**src/rtl/vend_ctrl_param.sv**
```systemverilog
// Coin-accumulating vending controller with configurable price, quarter
// acceptance, cancel/refund and serial change return (dimes before nickels).
module vend_ctrl_param #(
  parameter int unsigned PRICE    = 5,
  parameter int unsigned CREDIT_W = 4
) (
  input  logic                clock,
  input  logic                reset,
  input  logic                nickel_in,
  input  logic                dime_in,
  input  logic                quarter_in,
  input  logic                cancel,
  output logic                dispense,
  output logic                nickel_out,
  output logic                dime_out,
  output logic                coin_reject,
  output logic                busy,
  output logic [CREDIT_W-1:0] credit
);

  localparam int unsigned NICKEL_VAL  = 1;
  localparam int unsigned DIME_VAL    = 2;
  localparam int unsigned QUARTER_VAL = 5;

  typedef enum logic [1:0] {
    ACCUM    = 2'd0,
    DISPENSE = 2'd1,
    CHANGE   = 2'd2
  } state_t;

  state_t              state;
  state_t              state_nxt;
  logic [CREDIT_W-1:0] credit_nxt;
  logic [CREDIT_W-1:0] change;
  logic [CREDIT_W-1:0] change_nxt;
  logic                reject_nxt;
  logic [CREDIT_W-1:0] coin_val;
  logic [CREDIT_W-1:0] sum;
  logic                coin_any;
  logic                coin_multi;

  // Pick the winning coin (quarter > dime > nickel) and flag any losers.
  always_comb begin
    coin_any   = nickel_in | dime_in | quarter_in;
    coin_multi = (nickel_in & dime_in) | (nickel_in & quarter_in) | (dime_in & quarter_in);
    coin_val   = '0;
    if (quarter_in) begin
      coin_val = CREDIT_W'(QUARTER_VAL);
    end else if (dime_in) begin
      coin_val = CREDIT_W'(DIME_VAL);
    end else if (nickel_in) begin
      coin_val = CREDIT_W'(NICKEL_VAL);
    end
    sum = credit + coin_val;
  end

  // Next-state, credit/change update and coin rejection.
  always_comb begin
    state_nxt  = state;
    credit_nxt = credit;
    change_nxt = change;
    reject_nxt = 1'b0;
    case (state)
      ACCUM: begin
        if (cancel) begin
          // Cancel always beats a coin in the same cycle.
          reject_nxt = coin_any;
          if (credit != '0) begin
            change_nxt = credit;
            credit_nxt = '0;
            state_nxt  = CHANGE;
          end
        end else if (coin_any) begin
          reject_nxt = coin_multi;
          if (sum >= CREDIT_W'(PRICE)) begin
            change_nxt = sum - CREDIT_W'(PRICE);
            credit_nxt = '0;
            state_nxt  = DISPENSE;
          end else begin
            credit_nxt = sum;
          end
        end
      end
      DISPENSE: begin
        reject_nxt = coin_any;
        state_nxt  = (change != '0) ? CHANGE : ACCUM;
      end
      CHANGE: begin
        reject_nxt = coin_any;
        if (change >= CREDIT_W'(DIME_VAL)) begin
          change_nxt = change - CREDIT_W'(DIME_VAL);
        end else begin
          change_nxt = change - CREDIT_W'(NICKEL_VAL);
        end
        if (change_nxt == '0) begin
          state_nxt = ACCUM;
        end
      end
      default: begin
        state_nxt  = ACCUM;
        credit_nxt = '0;
        change_nxt = '0;
      end
    endcase
  end

  // State, credit, change and reject registers.
  always_ff @(posedge clock or posedge reset) begin
    if (reset) begin
      state       <= ACCUM;
      credit      <= '0;
      change      <= '0;
      coin_reject <= 1'b0;
    end else begin
      state       <= state_nxt;
      credit      <= credit_nxt;
      change      <= change_nxt;
      coin_reject <= reject_nxt;
    end
  end

  // Output decode from registered state and change only.
  always_comb begin
    dispense   = (state == DISPENSE);
    busy       = (state != ACCUM);
    dime_out   = (state == CHANGE) && (change >= CREDIT_W'(DIME_VAL));
    nickel_out = (state == CHANGE) && (change <  CREDIT_W'(DIME_VAL));
  end

endmodule

```
**config.mk**
```make
export PLATFORM = sky130hd
export DESIGN_NAME = vend_ctrl_param
export DESIGN_NICKNAME = d
export VERILOG_FILES = /design/src/rtl/vend_ctrl_param.sv
export SDC_FILE = /design/constraint.sdc
export NUM_CORES = 1
export LEC_CHECK = 0
export ABC_AREA = 0
export ABC_CLOCK_PERIOD_IN_PS = 2770
export CAP_MARGIN = 20
export CORE_UTILIZATION = 40
export DETAILED_ROUTE_END_ITERATION = 8
export SLEW_MARGIN = 0
export SYNTH_ARGS = -nofsm -noshare
export SYNTH_HDL_FRONTEND = slang
export SYNTH_SLANG_ARGS = --single-unit
```
**constraint.sdc**
```tcl
create_clock -name clock -period 2.77 [get_ports clock]
set_clock_uncertainty 0.1 [all_clocks]
set_input_delay 0.277 -clock clock [delete_from_list [all_inputs] [get_ports clock]]
set_output_delay 0.277 -clock clock [all_outputs]
set_load 0.1 [all_outputs]
```
Word-level counts from Yosys, hierarchy flattened
Cells that the tools add are included.
Widths: inputs -> output; s select.
{"block": "op_classes", "n_addsub": 4, "n_lt_le_gt_ge": 3, "n_eq_ne": 6, "n_mux": 25, "bitwise_logic": 9, "n_reduce_logical": 11}
{"cell": "$mux 4", "n": 10}
{"cell": "$mux 2", "n": 7}
{"cell": "$pmux 4 s3", "n": 1}
{"cell": "$ne 3x3->1 const B", "n": 3}
{"cell": "$pmux 4 s2", "n": 1}
{"cell": "$reduce_and 4->1", "n": 2}
{"cell": "$reduce_bool 4->1", "n": 2}
{"cell": "$pmux 2 s3", "n": 1}
{"cell": "$add 4x4->4", "n": 1}
{"cell": "$ge 4x2->1 const B", "n": 1}
{"cell": "$ge 4x3->1 const B", "n": 1}
{"cell": "$logic_not 4->1", "n": 1}
{"cell": "$lt 4x2->1 const B", "n": 1}
{"cell": "$or 1x1->1", "n": 4}
{"cell": "$sub 4x1->4 const B", "n": 1}
{"cell": "$sub 4x2->4 const B", "n": 1}
{"cell": "$sub 4x3->4 const B", "n": 1}
{"cell": "$and 1x1->1", "n": 3}
{"cell": "$mux 1", "n": 3}
{"cell": "$mux 3", "n": 1}
{"cell": "$reduce_and 3->1", "n": 1}
{"cell": "$eq 2x1->1 const B", "n": 1}
{"cell": "$eq 2x2->1 const B", "n": 1}
{"cell": "$logic_and 1x1->1", "n": 2}
{"cell": "other kinds (6)", "n": 7}
{"block": "totals", "reg_bits": 11}

Depth between registers and ports, before layout
Gate-level depths: netlist of run 1.
{"block": "depth", "ltp_word": 9, "ltp_mapped": 11, "mapped_depth_nobuf": 11}

Least setup slack after synthesis of run 1
No wires, ideal clock.
{"block": "synth_timing", "kind": "reg-to-output", "from": "reg state[0]", "to": "out nickel_out", "t_arrival_ns": 2.827, "setup_slack_ns": -0.434, "stages_incl_launch_ff": 5, "path_buffers": 0, "cell_sequence": "dfrtp_1 > inv_1 > ha_1 > nand2b_1 > nor3_1"}
{"block": "synth_via", "elab_chain_len": 2}
{"item": "from (decl)", "line_no": "31", "rtl": "state_t state;"}
{"item": "from (signal assigned)", "line_no": "115", "rtl": "state <= state_nxt;"}
{"item": "$eq 2x2->1", "line_no": "127", "rtl": "nickel_out = (state == CHANGE) && (change < CREDIT_W'(DIME_VAL));"}
{"item": "$logic_and 1x1->1", "line_no": "127"}
{"item": "to (decl)", "line_no": "14", "rtl": "output logic nickel_out,"}
No other way between the ends.

Final worst setup path of run 1
{"block": "layout_timing", "from": "in dime_in", "to": "reg change[3]"}
{"block": "layout_via", "elab_chain_len": 8, "word_cells_on_any_way": 14, "classes_between": "add/sub: 2; order compare: 1; eq/ne: 2; mux: 6; bitwise: 2; reduce/logical: 1"}
{"item": "from (decl)", "line_no": "10", "rtl": "input logic dime_in,"}
{"item": "$mux 2", "line_no": "49", "rtl": "end else if (dime_in) begin"}
{"item": "$mux 3", "line_no": "47", "rtl": "if (quarter_in) begin"}
{"item": "$add 4x4->4", "line_no": "54", "rtl": "sum = credit + coin_val;"}
{"item": "$sub 4x3->4", "line_no": "76", "rtl": "change_nxt = sum - CREDIT_W'(PRICE);"}
{"item": "$mux 4", "line_no": "75", "rtl": "if (sum >= CREDIT_W'(PRICE)) begin"}
{"item": "$mux 4", "line_no": "73", "rtl": "end else if (coin_any) begin"}
{"item": "$mux 4", "line_no": "65", "rtl": "if (cancel) begin"}
{"item": "$pmux 4 s3", "line_no": "63", "rtl": "case (state)"}
{"item": "to (signal assigned)", "line_no": "117", "rtl": "change <= change_nxt;"}
{"item": "to (decl)", "line_no": "34", "rtl": "logic [CREDIT_W-1:0] change;"}
Parallel ways exist; a longest one is shown, timed or not. The select of a mux whose other input is x is not followed.
A chain may end at the register's enable or synchronous reset.

==> results.yml, run 1 <==
routing:
  totalWireLength_mm: 2.42
  drt-pass1-iter-count: 4
  drtIter0Drc: 19
  vias: 902
  routedWlPerCell_um: 14.6
  antenna_left: 0
  drcViolationCount: 0
  viasPerCell: 5.43
logic_synthesis:
  synthesis.nets: 131
  ys_ff_latch: 11
  synth_cell_types: 41
  ys_top_cells_by_area: "dfrtp_1 27%, ha_1 16%, inv_1 4.8%"
  synth_cells: 111
  ys_warn_count: 0
  synth_seq_area_share_pct: 27.0
  netlist.area_leader.share_pct: 27.0
  syn_avg_cell_area_sq_um: 9.18
  synth.cell_area_sq_um: 1020
  netlist.top_cell.by_area: "dfrtp_1"
clocking:
  cts.path.max_buffers: 2
  cts_buffers: 3
  cts_tree: "done"
  clkLatencyLatePin_ns: 0.28
  cts.sinks: 11
  cts_setup_buffers: 0
  htree_levels: 1
  clk_pin_slew_ns: 0.09
  cts_resized: 0
  postCtsHoldBufs: 0
  clockRootBuffer: "clkbuf_4"
placement:
  globalplace.congestion: 0.829
  dp_hpwl_mm: 1.89
  port_buffers: 14
  post_dp_cell_area_sq_um: 1250
worst_setup_path:
  critPathRequiredTime_ns: 2.85
  cp_cell_sequence: "clkdlybuf4s50_1 -> inv_1 -> a21o_1 -> ha_2 -> fa_1 -> inv_1 -> ha_1 -> nand2b_1 -> a21oi_2 -> o21ai_4 -> nand2_2 -> mux2_2"
  path_common_cell: "inv_1"
  cp_max_fo: 3
  crit_type: "input pin to flop"
  crit_path_end_kind: "flop"
  start_kind: "input pin"
  critPathArrivalTime_ns: 2.73
  crit_slowest_cell: "fa_1"
  critPathMaxStageDelay_ns: 0.48
layout:
  layout_common_cells: "20 x buf_4, 13 x inv_1, 12 x ha_1"
  drive_above_1_share_pct: 27.5
  antenna_cells: 0
  nNetsFinal: 159
  layout_commonest_cell: "buf_4"
  fill_cells: 231
  fin_area_sq_um: 1280
  syn_to_final_growth_pct: 26.2
timing:
  hold_viol: 0
  min_period_ns: 2.65
  tightestPinTransition_ns: 0.444
  max_freq_mhz: 377
  setup_violations: 0
  final_max_slew_viol_count: 0
  relSlewSlack_pct: 70.4
  period_share_pct: 95.8
grt:
  grt_util_all_layers_pct: 20.1
  grt_pass1_vias: 821
  grt_first_pass_wirelength_mm: 3.97
  grt.overflow.total: 0
  antenna_found_initial: 0
  grt_max_degree: 12
die:
  row_count: 17
  fp.dieW_um: 52.5
  core_sq_um: 2300
  ios: 15
  initial_core_util_pct: 44.3
  die-area_sq_um: 2750
  die_height_um: 52.5
run_status:
  status: "finished, final reports clean"
job:
  drv_cap: 0
hold_path:
  hp-class: "input pin to async pin"
## cell families (layout without fill, tap and decap cells)
kind of cell	after synthesis	count (layout)	share of synthesized area [%]
adder cells (fa/ha/maj)	14	14	17.9
XOR/XNOR	4	4	4.79
AND/OR/NAND/NOR	35	35	18.7
buffers and inverters	15	42	5.77
AO/OA/AOI/OAI	25	25	18.6
multiplexers	7	7	7.25
flip-flops	11	11	27.0
## cells in the mapped netlist (all sizes together)
cell	instances
ha	13
inv	13
dfrtp	11
nand2	8
nor2	8
a21oi	7
mux2i	4
o21ai	4
mux2	3
nand2b	3
nand3	3
nor3	3
o31ai	3
and2	2
buf	2
o22ai	2
or4	2
xnor2	2
a211oi	1
a21boi	1
a21o	1
a311oi	1
a32oi	1
and3	1
fa	1
nand4	1
nor2b	1
nor4	1
o211ai	1
o221ai	1
o2bb2ai	1
o311ai	1
or2	1
or4b	1
xnor3	1
xor2	1
## per-layer routing
layer  part of all wire, %  vias up  track usage (%)
met1                    50      430             26.4
met4                   1.8        0             7.89
met2                    46       18             32.9
li1                      -      449                -
met3                   2.0        5             2.61
met5                     0        -                0
## final cells by class
type / instances / area, sq um / share of cell area [%]
clock buffers: 3 / 22.5 / 1.75
clock inverters: 1 / 5.00 / 0.389
inverters: 13 / 48.8 / 3.80
multi-input cells: 85 / 696 / 54.1
flip-flops and latches: 11 / 278 / 21.6
well taps: 28 / 35.0 / 2.73
repair buffers: 25 / 200 / 15.6
## through the flow
step	setup TNS [ns]	cells	worst slack, ns	util (%)	hold slack (ns)
global placement	-1.65	162	-0.249	54.5	0.421
detailed placement	-2.03	162	-0.285	54.5	0.408
CTS	0	166	0.00536	55.7	0.213
finish	0	166	0.116	55.9	0.188
floorplan	0	111	0.0221	-	0.0293
global route	-0.0184	166	-0.0103	55.9	0.234
## flip-flops by register name, summed over array words and instances, names as in the netlist
signal and flops:
change 4, coin_reject 1, credit 4, state 2
## critical path, delay by kind of cell
kind,cells,cell delay (ns)
fa+ha+maj,3,0.84
buf+inv,3,0.59
compound gates,3,0.43
mux,1,0.33
simple gates,2,0.25
## final timing paths
path	from	endpoint	slack (ns)	depth (start not counted)
worst min register to register	change[0]	change[0]	0.43	1
worst max-delay path	dime_in	change[3]	0.12	12
min in group clock	change[0]	change[0]	0.43	1
max in group asynchronous	reset	credit[0]	2.05	2
worst max register to register	credit[0]	change[3]	0.32	9
worst min-delay path	reset	change[3]	0.19	2
Power of run 1 is left out: the tool's default activity adds up to more than one toggle a clock period on the data nets, which glitch-free logic cannot reach.
==> run 2: changes to the inputs <==
Settings changed: ABC_CLOCK_PERIOD_IN_PS 2770 to 2800.
Clock period 2.77 ns to 2.8 ns, I/O delays scaled along.
==> results of run 2 <==
Same layout as run 1 (identical final DEF). Status: finished, final reports clean.
Among the figures that moved: setup slack after placement -0.285 ns -> -0.258 ns; setup slack after layout 0.116 ns -> 0.143 ns; hold slack 0.188 ns -> 0.191 ns; register-to-register setup slack 0.32 ns -> 0.35 ns
Power of run 2 is left out for the same reason.
==> run 3: changes to the inputs <==
Settings changed: GPL_ROUTABILITY_DRIVEN from default to 1, GPL_TIMING_DRIVEN from default to 0.
==> run 3 against run 2 <==
Global-route usage is 1.4 points lower. Design area is 4.8% lower. Worst setup slack worse by 0.035 ns. First-iteration DRC count is 58% higher.
==> results.yml, run 3 (synthesized netlist as in run 1, its figures left out) <==
layout:
  drive_above_1_share_pct: 14.8
  antenna_cells: 0
  layout_common_cells: "13 x inv_1, 13 x ha_1, 9 x dfrtp_1"
  nNetsFinal: 149
  top_regs: "change x4, credit x4, state x2"
  final_core_util_pct: 53.3
  syn_to_final_growth_pct: 20.1
clocking:
  cts_setup_buffers: 0
  htree_levels: 1
  cts_tree: "done"
  clk_pin_slew_ns: 0.08
  clkLatencyLatePin_ns: 0.27
  clockRootBuffer: "clkbuf_4"
  cts.sinks: 11
  cts_buffers: 3
  cts.path.max_buffers: 2
timing:
  final_max_slew_viol_count: 0
  period_share_pct: 96.2
  relSlewSlack_pct: 35.6
  min_period_ns: 2.69
  max_freq_mhz: 371
  setup_violations: 0
  hold_viol: 0
  tightestPinTransition_ns: 0.963
  rsz0062_at_grt: "no"
worst_setup_path:
  cpLargestDelayFamily: "buffers and inverters"
  cp_max_fo: 5
  path_common_cell: "inv_1"
  crit_path_end_kind: "output pin"
  cp_cell_sequence: "inv_1 -> ha_1 -> or4_4 -> nand2_1 -> inv_1 -> dlygate4sd2_1"
  crit_buf_inv: 3
  critPathArrivalTime_ns: 2.31
  critPathMaxStageDelay_ns: 0.58
  critPathRequiredTime_ns: 2.42
  start_kind: "flop"
  crit_type: "flop to output pin"
  crit_slowest_cell: "dlygate4sd2_1"
die:
  fp.dieW_um: 52.5
  die-area_sq_um: 2750
  ios: 15
  row_count: 17
  die_height_um: 52.5
  initial_core_util_pct: 44.3
  core_sq_um: 2300
routing:
  viasPerCell: 5.60
  drt-pass1-iter-count: 4
  met1_length_mm: 1.02
  vias: 873
  route.met3.wl_um: 89
  drcViolationCount: 0
  routedWlPerCell_um: 14.3
  antenna_left: 0
  drtIter0Drc: 30
  top_layer: "met4"
  totalWireLength_mm: 2.23
  wl_met2_mm: 1.07
placement:
  globalplace.congestion: 0.828
  dp_hpwl_mm: 1.79
  port_buffers: 13
grt:
  grt_max_degree: 12
  grt.overflow.total: 0
  grt_pass1_vias: 835
  grt_first_pass_wirelength_mm: 3.75
  antenna_found_initial: 0
  grt_util_all_layers_pct: 18.7
job:
  drv_cap: 0
hold_path:
  hp-class: "input pin to async pin"
run_status:
  status: "finished, final reports clean"
run 3: changes by cell type in the layout (fill, tap and decap cells not counted):
cell             previous run  this run
buf_4                      20         0
clkdlybuf4s50_1             5         8
dlygate4sd2_1               0         3
buf_2                       0         2
dlymetal6s2s_1              0         2
ha_1                       12        13
ha_2                        1         0
run 3: worst paths after layout:
path / startpoint / endpoint / slack (ns) / cells past startpoint
max: change[0] / dime_out / 0.11 / 6
min: reset / change[3] / 0.22 / 2
max reg2reg: credit[0] / change[2] / 0.25 / 9
min reg2reg: change[0] / change[0] / 0.44 / 1
max in group asynchronous: reset / credit[1] / 2.04 / 2
min in group clock: quarter_in / coin_reject / 0.30 / 3
run 3: per-stage QoR:
stage	cell area, sq um	setup slack [ns]	cells	setup TNS (ns)	hold WS, ns
floorplan	1030	0.0521	111	0	0.0323
detailed placement	1190	-0.450	152	-2.55	0.428
global placement	1190	-0.459	152	-2.64	0.429
global route	1220	0.0108	156	0	0.244
finish	1220	0.108	156	0	0.221
CTS	1220	0.00171	156	0	0.227
run 3: timing repair:
action | in CTS | in global routing
resized for setup | 4 | 2
hold buffers | 0 | 0
pin swaps | 0 | 1
endpoints found under the setup margin | 6 | 4
run 3: cell type report:
class                   count  area, sq um
fillers                   224         1070
inverters                  13         48.8
clock inverters             1         5.00
multi-input cells          85          693
plain buffers               2         10.0
flip-flops and latches     11          278
repair buffers             13          131
well taps                  28         35.0
clock buffers               3         22.5
run 3: metal layers:
| layer | up-vias | global-route usage, % |
|---|---|---|
| met2 | 22 | 29.7 |
| met3 | 6 | 1.74 |
| met1 | 414 | 24.6 |
| met5 | - | 0 |
| li1 | 431 | - |
| met4 | 0 | 10.1 |
Power of run 3 is left out for the same reason.
